`src/rtl/mask_thresh_pipe.sv`:
```
// Two-stage pixel mask pipeline: channel select, window / RGB-box thresholding,
// frame-synchronous bound reload and a saturating per-frame masked-pixel counter.
module mask_thresh_pipe #(
  parameter int WIDTH   = 4,
  parameter int COUNT_W = 20
) (
  input  logic               clk_in,
  input  logic               rst_n_in,
  input  logic               valid_in,
  input  logic               frame_start_in,
  input  logic [WIDTH-1:0]   r_in,
  input  logic [WIDTH-1:0]   g_in,
  input  logic [WIDTH-1:0]   b_in,
  input  logic [WIDTH-1:0]   y_in,
  input  logic [WIDTH-1:0]   cr_in,
  input  logic [WIDTH-1:0]   cb_in,
  input  logic [2:0]         sel_in,
  input  logic [1:0]         mode_in,
  input  logic               cfg_we_in,
  input  logic [2:0]         cfg_addr_in,
  input  logic [WIDTH-1:0]   cfg_data_in,
  output logic               valid_out,
  output logic               frame_start_out,
  output logic               mask_out,
  output logic [WIDTH-1:0]   channel_out,
  output logic [COUNT_W-1:0] count_out,
  output logic               count_valid_out
);

  localparam logic [WIDTH-1:0]   W_ZERO  = {WIDTH{1'b0}};
  localparam logic [WIDTH-1:0]   W_ONES  = {WIDTH{1'b1}};
  localparam logic [COUNT_W-1:0] C_ZERO  = {COUNT_W{1'b0}};
  localparam logic [COUNT_W-1:0] C_ONE   = {{(COUNT_W-1){1'b0}}, 1'b1};
  localparam logic [COUNT_W-1:0] C_MAX   = {COUNT_W{1'b1}};

  // Bound index map: 0/1 sel window, 2/3 red, 4/5 green, 6/7 blue (even = lo, odd = hi).
  logic [WIDTH-1:0] sh_q  [8];
  logic [WIDTH-1:0] sh_d  [8];
  logic [WIDTH-1:0] act_q [8];
  logic [WIDTH-1:0] act_d [8];
  logic             load_s;
  logic [WIDTH-1:0] ch_s;

  logic             v1_q, v1_d, fs1_q, fs1_d, win1_q, win1_d, box1_q, box1_d;
  logic [1:0]       mode1_q, mode1_d;
  logic [WIDTH-1:0] ch1_q, ch1_d;

  logic             v2_q, v2_d, fs2_q, fs2_d, mask2_q, mask2_d;
  logic [WIDTH-1:0] ch2_q, ch2_d;

  logic [COUNT_W-1:0] acc_q, acc_d, cnt_q, cnt_d;
  logic               cntv_q, cntv_d;

  // Shadow writes, frame-start reload, channel mux and stage-1 comparisons.
  always_comb begin
    load_s = valid_in & frame_start_in;
    for (int i = 0; i < 8; i++) begin
      sh_d[i]  = (cfg_we_in && (cfg_addr_in == 3'(i))) ? cfg_data_in : sh_q[i];
      act_d[i] = load_s ? sh_q[i] : act_q[i];
    end
    case (sel_in)
      3'b000:  ch_s = g_in;
      3'b001:  ch_s = r_in;
      3'b010:  ch_s = b_in;
      3'b100:  ch_s = y_in;
      3'b101:  ch_s = cr_in;
      3'b110:  ch_s = cb_in;
      default: ch_s = W_ZERO;
    endcase
    v1_d    = valid_in;
    fs1_d   = load_s;
    ch1_d   = ch_s;
    mode1_d = mode_in;
    // An inverted window (lo > hi) can never satisfy both compares, so it yields 0.
    win1_d  = (act_d[0] <= ch_s) && (ch_s <= act_d[1]);
    box1_d  = (act_d[2] <= r_in) && (r_in <= act_d[3]) &&
              (act_d[4] <= g_in) && (g_in <= act_d[5]) &&
              (act_d[6] <= b_in) && (b_in <= act_d[7]);
  end

  // Stage-2 mask combine and frame counter bookkeeping.
  always_comb begin
    case (mode1_q)
      2'b00:   mask2_d = v1_q & win1_q;
      2'b01:   mask2_d = v1_q & box1_q;
      2'b10:   mask2_d = v1_q & ~win1_q;
      default: mask2_d = 1'b0;
    endcase
    v2_d   = v1_q;
    fs2_d  = v1_q & fs1_q;
    ch2_d  = v1_q ? ch1_q : ch2_q;
    cntv_d = fs2_d;
    cnt_d  = cnt_q;
    acc_d  = acc_q;
    if (fs2_d) begin
      cnt_d = acc_q;
      acc_d = mask2_d ? C_ONE : C_ZERO;
    end else if (mask2_d && (acc_q != C_MAX)) begin
      acc_d = acc_q + C_ONE;
    end else begin
      acc_d = acc_q;
    end
  end

  // State registers.
  always_ff @(posedge clk_in or negedge rst_n_in) begin
    if (!rst_n_in) begin
      for (int i = 0; i < 8; i++) begin
        sh_q[i]  <= (i % 2 == 1) ? W_ONES : W_ZERO;
        act_q[i] <= (i % 2 == 1) ? W_ONES : W_ZERO;
      end
      v1_q    <= 1'b0;
      fs1_q   <= 1'b0;
      win1_q  <= 1'b0;
      box1_q  <= 1'b0;
      mode1_q <= 2'b00;
      ch1_q   <= W_ZERO;
      v2_q    <= 1'b0;
      fs2_q   <= 1'b0;
      mask2_q <= 1'b0;
      ch2_q   <= W_ZERO;
      acc_q   <= C_ZERO;
      cnt_q   <= C_ZERO;
      cntv_q  <= 1'b0;
    end else begin
      sh_q    <= sh_d;
      act_q   <= act_d;
      v1_q    <= v1_d;
      fs1_q   <= fs1_d;
      win1_q  <= win1_d;
      box1_q  <= box1_d;
      mode1_q <= mode1_d;
      ch1_q   <= ch1_d;
      v2_q    <= v2_d;
      fs2_q   <= fs2_d;
      mask2_q <= mask2_d;
      ch2_q   <= ch2_d;
      acc_q   <= acc_d;
      cnt_q   <= cnt_d;
      cntv_q  <= cntv_d;
    end
  end

  assign valid_out       = v2_q;
  assign frame_start_out = fs2_q;
  assign mask_out        = mask2_q;
  assign channel_out     = ch2_q;
  assign count_out       = cnt_q;
  assign count_valid_out = cntv_q;

endmodule

```
`config.mk`:
```
export PLATFORM = sky130hd
export DESIGN_NAME = mask_thresh_pipe
export DESIGN_NICKNAME = d
export VERILOG_FILES = /design/src/rtl/mask_thresh_pipe.sv
export SDC_FILE = /design/constraint.sdc
export NUM_CORES = 1
export LEC_CHECK = 0
export BUFFER_PORTS_ARGS = -buffer_cell sky130_fd_sc_hd__buf_4
export CORE_MARGIN = 10
export CORE_UTILIZATION = 36
export DETAILED_ROUTE_END_ITERATION = 6
export PLACE_DENSITY = 0.6
export SLEW_MARGIN = 20
export SYNTH_ARGS = -nofsm -noshare
export SYNTH_HDL_FRONTEND = slang
export SYNTH_SLANG_ARGS = --single-unit
```
`constraint.sdc`:
```
create_clock -name clk_in -period 1.75 [get_ports clk_in]
set_input_delay 0 -clock clk_in [delete_from_list [all_inputs] [get_ports clk_in]]
set_output_delay 0 -clock clk_in [all_outputs]
set_load 0.05 [all_outputs]
```
==> impl_metrics.ini <==
[clocking]
clockBufferDepth = 2
cts_tree = done
htreeDepth = 4
cts.sinks = 121
cts_root_buffer = clkbuf_16
clkSlewWorstSetupHoldPaths_ns = 0.06
insertion_delay_ns = 0.42
numCtsBuffers = 17

[finish]
drive_gt1_share_pct = 42.7
area_growth_pct = 36.8
layout_commonest_cell = buf_4
final_util_pct = 50.5
layout_common_cells = buf_4 (121), dfrtp_1 (89), nand2_1 (86)
diodes = 0
fin_nets = 739

[timing]
rsz0062_at_grt = yes
fin_ws_ns = -0.0886
max_freq_mhz = 544
hold_viol_final = 0
maxSlewViolCount = 0
setup_viol = 12
slew-limit-headroom_pct = 72.4
final.setup.tns_ns = -0.546
skew_ns = 0.00914
min_period_ns = 1.84
post-route-period-util_pct = 105
worst_pin_slew_ns = 0.414

[pwr]
peakVddDrop_mv = 0.705
power_switching_mw = 2.52
leakage_nw = 3.88
swShare_pct = 26.5
pwr-share-clk_pct = 39.7
seqPwrFrac_pct = 38.3
p_per_area_nw_per_um2 = 1180
combinationalPowerShare_pct = 21.9
intPower_mw = 6.98

[logic_synthesis]
ys_seq_elements = 121
netlist_instances = 525
async_flop_share_pct = 100
synth_edf_count = 0
ys_types = 44
syn_avg_cell_area_um2 = 11.2
ys_top_cells_by_area = dfrtp_1 (38%), dfstp_2 (14%), mux2_2 (10%)
synthDominantCellAreaShare_pct = 37.8
syn_nets = 602
synth_area_um2 = 5890
yosysWarningCount = 0
yosys.area.top_type = dfrtp_1
ys_seq_area_share_pct = 52.1
yosys_most_used_dff = dfrtp_1

[grt]
grt_pass1_vias = 4578
overflow = 0
grt_max_degree = 50
antenna_found_initial = 0
grt_first_pass_wirelength_um = 23100
gr-usage-all-layers_pct = 13.1

[route]
post-route-drc-count = 0
highest_layer = met4
routed_wl_um = 14300
viasPerCell = 4.86
wl_met1_um = 6280
dr_wl_met3_um = 555
vias = 4328
ant_nets = 0
dr_wl_met2_um = 7310
drt_iter0_drc = 174
routedWlPerCell_um = 16.0
firstDrtPassIters = 4

[worst_setup_path]
crit_path_start_kind = register
critPathCaptureType = register
cp_data_arrival_time_ns = 2.14
path_class = register to register
path_max_fanout = 7
required_ns = 2.05

[min_path]
min-delay-path-class = primary input to register

[floorplanning]
die_area_um2 = 21900
initial_core_util_pct = 36.9
dieWidth_um = 148
fp.coreArea_um2 = 15900
die_h_um = 148
num_rows = 46
io_pins = 69

[status]
violations = negative setup slack
status = complete, but fails checks

[placement]
port_buffers = 68
hpwlAfterDp_um = 10400
place.gp.congestion = 0.800

[run]
drv_cap = 0
## cell families after synthesis
family          count (synthesis)  synth area share, %
fa+ha+maj                      36                 7.65
flops                         121                 52.1
xor+xnor                       11                 1.64
mux                            75                 14.1
compound gates                 62                 7.16
simple gates                  161                 13.0
buf+inv                        59                 4.27
## metal layers
layer | vias up | track usage [%]
met1 | 2152 | 15.6
met4 | 0 | 4.66
li1 | 2090 | -
met2 | 79 | 22.2
met5 | - | 0
met3 | 7 | 3.57
## worst max-delay path, stage by stage, from the launching register on
cell and delay (ns):
dfrtp_1 0.43, ha_4 0.18, nor2b_4 0.12, o311ai_4 0.39, buf_12 0.18, a211oi_4 0.06, buf_4 0.15, a41o_1 0.21
## power by group through the flow
stage               sequential, mW  clock (mW)  combinational, mW
floorplan                     3.77           0               1.10
global placement              3.66           0               1.85
detailed placement            3.68           0               1.95
CTS                           3.64        3.85               1.99
global route                  3.70        3.98               2.33
finish                        3.64        3.77               2.08
## worst paths after layout
check / start / end / slack, ns / cells past startpoint
setup / recovery: mode1_q[1] / acc_q[19] / -0.09 / 7
hold / removal: sel_in[2] / ch1_q[0] / 0.06 / 3
setup reg to reg: mode1_q[1] / acc_q[19] / -0.09 / 7
hold reg to reg: count_out[11] / count_out[11] / 0.47 / 2
max in group asynchronous: rst_n_in / act_q[26] / 1.02 / 3
min in group asynchronous: rst_n_in / sh_q[29] / 0.08 / 2
## per-stage QoR
step / hold WS, ns / total power, mW / std cells / cell area (um2) / worst slack, ns
after floorplan: -0.296 / 4.88 / 525 / 5960 / -0.0246
after global placement: -0.0411 / 5.52 / 845 / 7080 / -0.148
after detailed placement: -0.0360 / 5.63 / 845 / 7080 / -0.181
after CTS: 0.0225 / 9.48 / 889 / 7860 / -0.102
after global routing: 0.0708 / 10.0 / 891 / 8060 / -0.169
final: 0.0554 / 9.50 / 891 / 8060 / -0.0886
## cells in the mapped netlist, types with 2 or more instances
cell type	instances
dfrtp_1	89
nand2_1	87
mux2_2	54
inv_1	41
ha_1	36
dfstp_2	32
mux2i_1	20
o21ai_0	18
nor2_1	17
a21oi_1	16
xnor2_1	11
nand4_1	10
nand3_1	9
nor2b_1	8
clkbuf_1	7
o21a_1	6
a211oi_1	5
o211ai_1	5
and3_1	4
and4_1	4
buf_1	4
nand2b_1	4
a31o_2	3
buf_2	3
buf_6	3
nand4b_1	3
nor3_1	3
or3_1	3
a2111oi_2	2
a22oi_1	2
nor3b_1	2
nor4_1	2
## sequential cells by signal (all words and copies together), names as in the netlist
register and flops:
sh_q 32, mask_out 1, act_q 32, fs1_q 1, box1_q 1, win1_q 1
acc_q 20, channel_out 4, v1_q 1, mode1_q 2, count_out 20, valid_out 1
ch1_q 4, count_valid_out 1
## cell type report
type / instances / area [um2]
repair buffers: 136 / 1110
well taps: 216 / 270
inverters: 41 / 154
multi-input cells: 345 / 2800
fillers: 1454 / 7890
clock buffers: 21 / 480
flip-flops and latches: 121 / 3070
clock inverters: 11 / 168
## timing repair
item                                    CTS  global route
pin swaps                                 2            15
gates cloned                              0             1
hold buffers                              9             0
endpoints found under the hold margin   133             0
endpoints found under the setup margin   14            22
setup buffers                             3             1
gates resized for setup                   5            33
Note: power is estimated with default switching activity, not from simulation.
